`src/rtl/synapse_pkg.sv`:
```
// Shared widths, default timing parameters and the tau_sel decode for the spike synapse.
package synapse_pkg;
  localparam int CURRENT_W          = 8;
  localparam int WEIGHT_W           = 8;
  localparam int TAU_W              = 2;
  localparam int DECAY_PERIOD_DEF   = 16;
  localparam int REFRACT_CYCLES_DEF = 4;

  // Decay shift is tau_sel+1, giving time constants of 1/2 .. 1/16 per tick.
  function automatic logic [2:0] tau_shift(input logic [TAU_W-1:0] tau_sel);
    return 3'(tau_sel) + 3'd1;
  endfunction
endpackage

```
`src/rtl/synapse_decay_timer.sv`:
```
// Free-running decay timer: counts 0..DECAY_PERIOD-1, tick is high while at the last count.
// Latency: tick is combinational from the count; no backpressure.
module synapse_decay_timer
  import synapse_pkg::*;
#(
  parameter int DECAY_PERIOD = DECAY_PERIOD_DEF
) (
  input  logic clk,
  input  logic rst_n,
  output logic tick
);
  localparam int CNT_W = (DECAY_PERIOD > 2) ? $clog2(DECAY_PERIOD) : 1;
  localparam logic [CNT_W-1:0] LAST = CNT_W'(DECAY_PERIOD - 1);

  logic [CNT_W-1:0] count;

  assign tick = (count == LAST);

  always_ff @(posedge clk) begin
    if (!rst_n)    count <= '0;
    else if (tick) count <= '0;
    else           count <= count + CNT_W'(1);
  end
endmodule

```
`src/rtl/spike_synapse.sv`:
```
// Synapse current: adds weight on spike rising edges, decays by shift each tick; refractory via SPIKE_SYNAPSE_REFRACTORY_EN.
// Latency: one cycle from spike event to current/spike_ack update.
// Backpressure: none; events inside the refractory window are dropped, never queued.
module spike_synapse
  import synapse_pkg::*;
#(
  parameter int DECAY_PERIOD   = DECAY_PERIOD_DEF,
  parameter int REFRACT_CYCLES = REFRACT_CYCLES_DEF
) (
  input  logic                 clk,
  input  logic                 rst_n,
  input  logic                 spike_in,
  input  logic [WEIGHT_W-1:0]  weight_in,
  input  logic                 weight_wr,
  input  logic [TAU_W-1:0]     tau_sel,
  output logic [CURRENT_W-1:0] current,
  output logic                 spike_ack,
  output logic                 sat
);
  logic                 spike_q;
  logic [WEIGHT_W-1:0]  weight;
  logic                 tick;
  logic                 spike_evt;
  logic                 accept;
  logic [CURRENT_W-1:0] decay_amt;
  logic [CURRENT_W-1:0] decayed;
  logic [CURRENT_W:0]   sum;
  logic [CURRENT_W-1:0] current_nxt;
  logic                 sat_nxt;

  if (REFRACT_CYCLES < 1 || REFRACT_CYCLES > 15) begin : g_bad_refract
    $error("REFRACT_CYCLES must be in 1..15");
  end

  synapse_decay_timer #(.DECAY_PERIOD(DECAY_PERIOD)) u_decay_timer (
    .clk   (clk),
    .rst_n (rst_n),
    .tick  (tick)
  );

  assign spike_evt = spike_in & ~spike_q;

`ifdef SPIKE_SYNAPSE_REFRACTORY_EN
  logic [3:0] refr_cnt;

  assign accept = spike_evt & (refr_cnt == 4'd0);

  always_ff @(posedge clk) begin
    if (!rst_n)               refr_cnt <= 4'd0;
    else if (accept)          refr_cnt <= 4'(REFRACT_CYCLES);
    else if (refr_cnt != 4'd0) refr_cnt <= refr_cnt - 4'd1;
  end
`else
  assign accept = spike_evt;
`endif

  // Decay first, then add the (pre-write) weight, then clamp.
  always_comb begin
    decay_amt = '0;
    decayed   = current;
    if (tick) begin
      decay_amt = current >> tau_shift(tau_sel);
      // Small currents would stall above zero; force a unit step instead.
      if (current != '0 && decay_amt == '0) decay_amt = CURRENT_W'(1);
      decayed = current - decay_amt;
    end
    sum         = {1'b0, decayed} + (accept ? {1'b0, weight} : {(WEIGHT_W + 1){1'b0}});
    sat_nxt     = sum[CURRENT_W];
    current_nxt = sat_nxt ? '1 : sum[CURRENT_W-1:0];
  end

  always_ff @(posedge clk) begin
    if (!rst_n) begin
      spike_q   <= 1'b0;
      weight    <= '0;
      current   <= '0;
      spike_ack <= 1'b0;
      sat       <= 1'b0;
    end else begin
      spike_q   <= spike_in;
      if (weight_wr) weight <= weight_in;
      current   <= current_nxt;
      spike_ack <= accept;
      sat       <= sat_nxt;
    end
  end
endmodule

```
`config.mk`:
```
export PLATFORM = sky130hd
export DESIGN_NAME = spike_synapse
export DESIGN_NICKNAME = d
export VERILOG_FILES = /design/src/rtl/synapse_pkg.sv /design/src/rtl/synapse_decay_timer.sv /design/src/rtl/spike_synapse.sv
export SDC_FILE = /design/constraint.sdc
export NUM_CORES = 1
export LEC_CHECK = 0
export CAP_MARGIN = 20
export CORE_MARGIN = 1
export CORE_UTILIZATION = 44
export CTS_BUF_LIST = sky130_fd_sc_hd__clkbuf_4
export CTS_CLUSTER_SIZE = 10
export DETAILED_ROUTE_END_ITERATION = 12
export MAX_ROUTING_LAYER = met4
export PLACE_DENSITY = 0.65
export SLEW_MARGIN = 15
export SYNTH_ARGS = -nofsm -noshare
export SYNTH_HDL_FRONTEND = slang
export SYNTH_SLANG_ARGS = --single-unit
```
`constraint.sdc`:
```
create_clock -name clk -period 4.3 [get_ports clk]
set_input_delay 1.075 -clock clk [delete_from_list [all_inputs] [get_ports clk]]
set_output_delay 1.075 -clock clk [all_outputs]
set_load 0.05 [all_outputs]
```
==> results.ini, run 1 <==
[drt]
detail_route.vias_per_cell=5.23
drt-initial-drc-count=40
drt_pre_antenna_iters=4
ant_nets=0
routed_wire_length_per_instance_um=13.0
totalWireLength_um=3860
route.vias.total=1553
drcViolationCount=0

[cells_and_area]
final_layout_size_suffix_gt1_frac=0.237
diode_count=0
final_cells=297
net_count_of_the_finished_layout=282
layout.cells.most_common_list=sky130_fd_sc_hd__buf_4 (26), sky130_fd_sc_hd__dfxtp_1 (23), sky130_fd_sc_hd__clkdlybuf4s50_1 (21)
layout-area-overhead-vs-synth_pct=36.3
leading_cell_type_in_the_layout_fill_and_taps_excluded=sky130_fd_sc_hd__buf_4

[global_route]
grt_util_all_layers=0.209
grt_first_pass_wirelength_um=6700
grt.overflow.total=0
grt_pass1_vias=1619
maximum_number_of_pins_on_one_net_before_global_route_repair=24
antenna_found_initial=0

[die]
top_level_ports=24
die_height_um=64.3
die_x_um=64.3
design.die.area_mm2=0.00414
row_count=22
floorplan.initialDensity=0.464
design.core.area_mm2=0.00369

[power]
comb_power_share=0.378
internal_power_uw=375
net-switching-power_uw=182
switching_fraction=0.327
leakage_uw=0.00106
share_clk_of_total_power=0.195
peakVddDrop_mv=0.193
pwr-share-seq=0.427
power-per-cell-area_mw_per_mm2=239

[timing]
period_utilization_post_route=0.961
timing.hold.ws_ns=0.489
maxSlewViolCount=0
worstMarginPinSlew_ns=0.705
timing.slew.headroom=0.529
fin_skew_ns=0.00317
finalSetupViolCount=0
final_period_minus_worst_setup_slack_ns=4.13
report.final.hold_viol_count=0
maxClockFrequency_mhz=242
grt_setup_unrepaired=no

[clocking]
clkSinkCount=23
number_of_buffers_between_clock_root_and_the_deepest_sink=2
cts-buffers-inserted=3
worst_setup_hold_path_clk_slew_ns=0.12
clk_latency_ns=0.32
cts-root-buf=sky130_fd_sc_hd__clkbuf_4
cts_tree=yes
h_tree_lvls=1

[logic_synthesis]
synth_seq_cells=23
post_synth_edffs=0
synth_area_leaders=sky130_fd_sc_hd__dfxtp_1 (27%), sky130_fd_sc_hd__ha_1 (12%), sky130_fd_sc_hd__mux2i_1 (7.6%), sky130_fd_sc_hd__and2_1 (4.8%), sky130_fd_sc_hd__o21a_1 (4.4%)
async_flop_share=0
yosys.cell_types.count=39
post_synth_instance_area_mm2=0.00171
postSynthAreaPerCell_um2=8.55
synth.net_count=232
yosys_warnings=0
leading_register_cell_type_out_of_synthesis=sky130_fd_sc_hd__dfxtp_1
post-synth-top-area-cell=sky130_fd_sc_hd__dfxtp_1
synthesis.instances=200
yosysSeqAreaShare=0.269
yosysTopAreaCellShare=0.269

[hold_path]
worst_hold_path_stage_count=1
worstHoldPathType=reg -> reg
holdPathEnd=u_decay_timer.count[0]
worst_hold_startpoint=u_decay_timer.count[0]

[placed_design]
dp_hpwl_um=2920
buffer_ports.inserted=23
final_weighted_congestion_of_routability_driven_global_placement=0.830
numPlacedInstances=289

[critical_path]
required_ns=4.52
worst_r2r_endpoint=current[7]
cp-start-kind=input pin
setup.worst_path.end_class=flop
launching_point_of_the_worst_reg2reg_path=current[6]
setup.reg_to_reg.worst_slack_ns=0.91
timing.setup.critical_path_class=in -> reg
signal_arrival_time_at_the_worst_endpoint_ns=4.35
cp_max_fo=7
reg2reg_depth=17

[flow_run]
drv_cap=0

[outcome]
outcome=complete, no violations

## synth_stat cells, drive strengths merged (2+ instances only)
cell    number
nand2b       3
xor2         4
a21o         2
a211oi       3
ha          16
nor2b       12
mux2         2
nor4         4
mux2i       13
nor3         4
buf          3
nor2        10
o31ai        4
o211ai       2
xnor2        4
o21ai       13
inv         11
fa           2
a21oi       10
and2        13
o21a        10
dfxtp       23
nand3        3
nand2       18
clkbuf       3
## worst max path at each step
stage / start / end / slack [ns] / depth (start not counted)
after floorplan: tau_sel[1] / sat / 0.32 / 14
after global placement: tau_sel[1] / sat / -0.36 / 15
after detailed placement: tau_sel[1] / current[4] / -0.45 / 15
after CTS: tau_sel[0] / current[7] / 0.03 / 19
after global routing: tau_sel[1] / current[7] / 0.008 / 19
final: tau_sel[1] / current[7] / 0.17 / 19
## flip-flops by register name, summed over array words and instances (netlist names)
name / flops
u_decay_timer.count: 4
current: 8
spike_ack: 1
weight: 8
sat: 1
spike_q: 1
## worst max-delay path, stage by stage
cell,delay [ns]
sky130_fd_sc_hd__dlygate4sd2_1,0.24
sky130_fd_sc_hd__buf_6,0.14
sky130_fd_sc_hd__mux2_4,0.33
sky130_fd_sc_hd__o21ai_4,0.15
sky130_fd_sc_hd__nand4_1,0.12
sky130_fd_sc_hd__o31ai_2,0.20
sky130_fd_sc_hd__ha_2,0.23
sky130_fd_sc_hd__fa_2,0.20
sky130_fd_sc_hd__nand2b_4,0.13
sky130_fd_sc_hd__a21oi_2,0.07
sky130_fd_sc_hd__o21a_1,0.21
sky130_fd_sc_hd__o21a_1,0.18
sky130_fd_sc_hd__o31ai_2,0.25
sky130_fd_sc_hd__ha_1,0.21
sky130_fd_sc_hd__nand2_2,0.09
sky130_fd_sc_hd__nor3_2,0.14
sky130_fd_sc_hd__nand2_1,0.10
sky130_fd_sc_hd__o31ai_2,0.23
sky130_fd_sc_hd__a21oi_1,0.06
## layout make-up
class,count,area (um^2)
Fill cell,326,1360
Tap cell,48,60.1
Multi-Input combinational cell,160,1280
Timing Repair Buffer,51,458
Clock buffer,4,30.0
Sequential cell,23,460
Inverter,11,41.3
## kinds of logic after synthesis
| group | synth area share |
|---|---|
| adders and majority gates | 0.140 |
| buffers and inverters | 0.0432 |
| DFF | 0.269 |
| xor gates and xnor gates | 0.0410 |
| muxes | 0.0936 |
| AOI/OAI and AO/OA | 0.198 |
| and+or+nand+nor | 0.215 |
## power by group through the flow
stage | Combinational, uW | Clock [uW] | Sequential [uW]
floorplan | 108 | 0 | 256
global placement | 185 | 0 | 242
detailed placement | 190 | 0 | 242
CTS | 206 | 109 | 237
global route | 232 | 118 | 240
finish | 211 | 108 | 238
## metal layers
metal | wire length [um] | track usage | share of wire | vias to the layer above
li1 | - | - | - | 799
met3 | 92 | 0.0107 | 0.024 | 12
met2 | 1960 | 0.380 | 0.51 | 33
met1 | 1700 | 0.236 | 0.44 | 709
met5 | 0 | - | 0 | -
met4 | 106 | 0.0861 | 0.027 | 0
## per-stage QoR
| stage | setup TNS, ns | util | power, uW | worst slack, ns | cell area, um^2 |
|---|---|---|---|---|---|
| detailed placement | -3.90 | 0.582 | 432 | -0.448 | 2150 |
| floorplan | 0 | - | 364 | 0.317 | 1710 |
| CTS | 0 | 0.623 | 553 | 0.0271 | 2300 |
| global placement | -3.09 | 0.582 | 426 | -0.360 | 2150 |
| finish | 0 | 0.632 | 557 | 0.169 | 2330 |
| global route | 0 | 0.632 | 590 | 0.00799 | 2330 |
## what timing repair did
| action | 4_1_cts | 5_1_grt |
|---|---|---|
| resized for setup | 20 | 5 |
| hold buffers | 0 | 0 |
| pin swaps | 19 | 11 |
| setup endpoints to repair | 9 | 9 |
| buffers inserted | 3 | 1 |
Power figures use the tool's default switching activity.
==> run 2, diff against run 1 <==
--- a/config.mk
+++ b/config.mk
@@ -6,13 +6,12 @@
 export NUM_CORES = 1
 export LEC_CHECK = 0
 export CAP_MARGIN = 20
-export CORE_MARGIN = 1
-export CORE_UTILIZATION = 44
+export CORE_UTILIZATION = 25
 export CTS_BUF_LIST = sky130_fd_sc_hd__clkbuf_4
 export CTS_CLUSTER_SIZE = 10
 export DETAILED_ROUTE_END_ITERATION = 12
 export MAX_ROUTING_LAYER = met4
-export PLACE_DENSITY = 0.65
+export PLACE_DENSITY = 0.41
 export SLEW_MARGIN = 15
 export SYNTH_ARGS = -nofsm -noshare
 export SYNTH_HDL_FRONTEND = slang
==> results.ini, run 2 (synthesis results as in run 1) <==
[outcome]
outcome=complete, no violations  ; unchanged

[power]
internal_power_uw=381  ; was 375 uW
report.power.total_uw=565  ; was 557 uW
comb_power_share=0.382  ; was 0.378
switching_fraction=0.325  ; was 0.327
pwr-share-seq=0.421  ; was 0.427
net-switching-power_uw=184  ; was 182 uW
peakVddDrop_mv=0.103  ; was 0.193 mV
power-per-cell-area_mw_per_mm2=238  ; was 239 mW/mm^2
share_clk_of_total_power=0.197  ; was 0.195
leakage_uw=0.00109  ; was 0.00106 uW

[die]
die_x_um=84.7  ; was 64.3 um
top_level_ports=24  ; unchanged
die_height_um=84.7  ; was 64.3 um
design.core.area_mm2=0.00646  ; was 0.00369 mm^2
floorplan.initialDensity=0.265  ; was 0.464
row_count=29  ; was 22
design.die.area_mm2=0.00718  ; was 0.00414 mm^2

[placed_design]
placed_area_mm2=0.00219  ; was 0.00215 mm^2
buffer_ports.inserted=23  ; unchanged
dp_hpwl_um=3140  ; was 2920 um
numPlacedInstances=319  ; was 289
detailedPlace.worstSlack_ns=-0.522  ; was -0.448 ns
final_weighted_congestion_of_routability_driven_global_placement=0.784  ; was 0.830

[hold_path]
worstHoldPathType=reg -> reg  ; unchanged
holdPathEnd=u_decay_timer.count[0]  ; unchanged
worst_hold_startpoint=u_decay_timer.count[0]  ; unchanged
worst_hold_path_stage_count=1  ; unchanged

[cells_and_area]
stdcell_area_mm2=0.00238  ; was 0.00233 mm^2
post_layout_utilization_of_the_core=0.368  ; was 0.632
leading_cell_type_in_the_layout_fill_and_taps_excluded=sky130_fd_sc_hd__buf_4  ; unchanged
final_layout_size_suffix_gt1_frac=0.251  ; was 0.237
diode_count=0  ; unchanged
layout-area-overhead-vs-synth_pct=38.9  ; was 36.3%
net_count_of_the_finished_layout=288  ; was 282
final_cells=332  ; was 297
biggest_regs=current x8, weight x8, u_decay_timer.count x4  ; unchanged
layout.cells.most_common_list=sky130_fd_sc_hd__buf_4 (32), sky130_fd_sc_hd__dfxtp_1 (23), sky130_fd_sc_hd__clkdlybuf4s50_1 (21)  ; was sky130_fd_sc_hd__buf_4 (26), sky130_fd_sc_hd__dfxtp_1 (23), sky130_fd_sc_hd__clkdlybuf4s50_1 (21)

[global_route]
grt.overflow.total=0  ; unchanged
maximum_number_of_pins_on_one_net_before_global_route_repair=24  ; unchanged
antenna_found_initial=0  ; unchanged
grt_pass1_vias=1494  ; was 1619
grt_first_pass_wirelength_um=7070  ; was 6700 um
grt_util_all_layers=0.126  ; was 0.209

[clocking]
h_tree_lvls=1  ; unchanged
postCtsHoldBufs=0  ; unchanged
cts-buffers-inserted=3  ; unchanged
number_of_buffers_between_clock_root_and_the_deepest_sink=2  ; unchanged
cts-root-buf=sky130_fd_sc_hd__clkbuf_4  ; unchanged
cts_tree=yes  ; unchanged
clk_latency_ns=0.32  ; about the same
clkSinkCount=23  ; unchanged
worst_setup_hold_path_clk_slew_ns=0.12  ; about the same

[critical_path]
crit_path_max_delay_cell_type=sky130_fd_sc_hd__ha_1  ; was sky130_fd_sc_hd__mux2_4
cpPeakStageDelay_ns=0.32  ; was 0.33 ns
timing.setup.critical_path_class=in -> reg  ; unchanged
launching_point_of_the_worst_reg2reg_path=current[4]  ; was current[6]
worst_path_most_repeated_cell=sky130_fd_sc_hd__o21a_1  ; was sky130_fd_sc_hd__o31ai_2
cp_top_family=compound AO/OA/AOI/OAI gates  ; unchanged
worstPathCellList=dlygate4sd2_1, buf_6, mux2_4, o21ai_2, nand4_1, o31ai_2, ha_2, fa_2, nand2b_4, a21oi_2, o21a_1, o21a_1, o31ai_2, ha_1, buf_4, a21oi_2, mux2i_1, o21a_1  ; was dlygate4sd2_1, buf_6, mux2_4, o21ai_4, nand4_1, o31ai_2, ha_2, fa_2, nand2b_4, a21oi_2, o21a_1, o21a_1, o31ai_2, ha_1, nand2_2, nor3_2, nand2_1, o31ai_2, a21oi_1
critPathBufInv=3  ; was 2
startpoint=tau_sel[1]  ; unchanged
setup.worst_path.end_class=flop  ; unchanged
signal_arrival_time_at_the_worst_endpoint_ns=4.36  ; was 4.35 ns
cp-start-kind=input pin  ; unchanged
cp_max_fo=6  ; was 7
setup.reg_to_reg.worst_slack_ns=0.88  ; was 0.91 ns
reg2reg_depth=16  ; was 17
required_ns=4.52  ; about the same
worst_r2r_endpoint=current[6]  ; was current[7]

[timing]
period_utilization_post_route=0.963  ; was 0.961
fin_skew_ns=0.0110  ; was 0.00317 ns
maxClockFrequency_mhz=242  ; about the same
report.final.hold_viol_count=0  ; unchanged
finalSetupViolCount=0  ; unchanged
setup_ws_ns=0.159  ; was 0.169 ns
final_period_minus_worst_setup_slack_ns=4.14  ; was 4.13 ns
maxSlewViolCount=0  ; unchanged
timing.slew.headroom=0.495  ; was 0.529
worstMarginPinSlew_ns=0.755  ; was 0.705 ns
grt_setup_unrepaired=no  ; unchanged

[drt]
detail_route.vias_per_cell=4.63  ; was 5.23
totalWireLength_um=4060  ; was 3860 um
ant_nets=0  ; unchanged
drt_pre_antenna_iters=6  ; was 4
routed_wire_length_per_instance_um=12.2  ; was 13.0 um
route.vias.total=1538  ; was 1553
drt-initial-drc-count=34  ; was 40
drcViolationCount=0  ; unchanged

[flow_run]
drv_cap=0  ; unchanged

[run 2: power groups by stage]
stage | clock [uW] | combinational, uW | sequential, uW
floorplan | 0 | 108 | 256
global placement | 0 | 195 | 243
detailed placement | 0 | 194 | 243
CTS | 115 | 213 | 238
global route | 125 | 238 | 240
finish | 111 | 216 | 238
[run 2: cell type report]
type / instances / area (um^2)
repair buffers: 57 / 494
well taps: 77 / 96.3
inverters: 11 / 41.3
multi-input cells: 160 / 1250
fillers: 694 / 4080
flip-flops and latches: 23 / 460
clock buffers: 4 / 30.0
[run 2: worst max path at each step]
stage                       to  slack, ns  depth (start not counted)
finish              current[6]       0.16                         18
global route        current[3]      0.003                         19
CTS                 current[7]       0.05                         19
detailed placement         sat      -0.52                         15
global placement    current[7]      -0.49                         19
floorplan                  sat       0.32                         14
[run 2: stage by stage]
stage	TNS (ns)	hold slack, ns
after floorplan	0	0.430
after global placement	-4.20	0.447
after detailed placement	-4.47	0.454
after CTS	0	0.484
after global routing	0	0.495
final	0	0.479
[run 2: timing repair]
action                     CTS  global route
setup buffers                5             3
setup endpoints to repair    9             9
resized for setup           16             7
pin swaps                   18            12
gates cloned                 0             1
[run 2: routing by layer]
| metal | GRT usage | up-vias | wire length (um) |
|---|---|---|---|
| met5 | - | - | 0 |
| met2 | 0.198 | 25 | 1900 |
| met3 | 0.0128 | 4 | 115 |
| li1 | - | 812 | - |
| met1 | 0.170 | 697 | 2010 |
| met4 | 0.0385 | 0 | 39 |
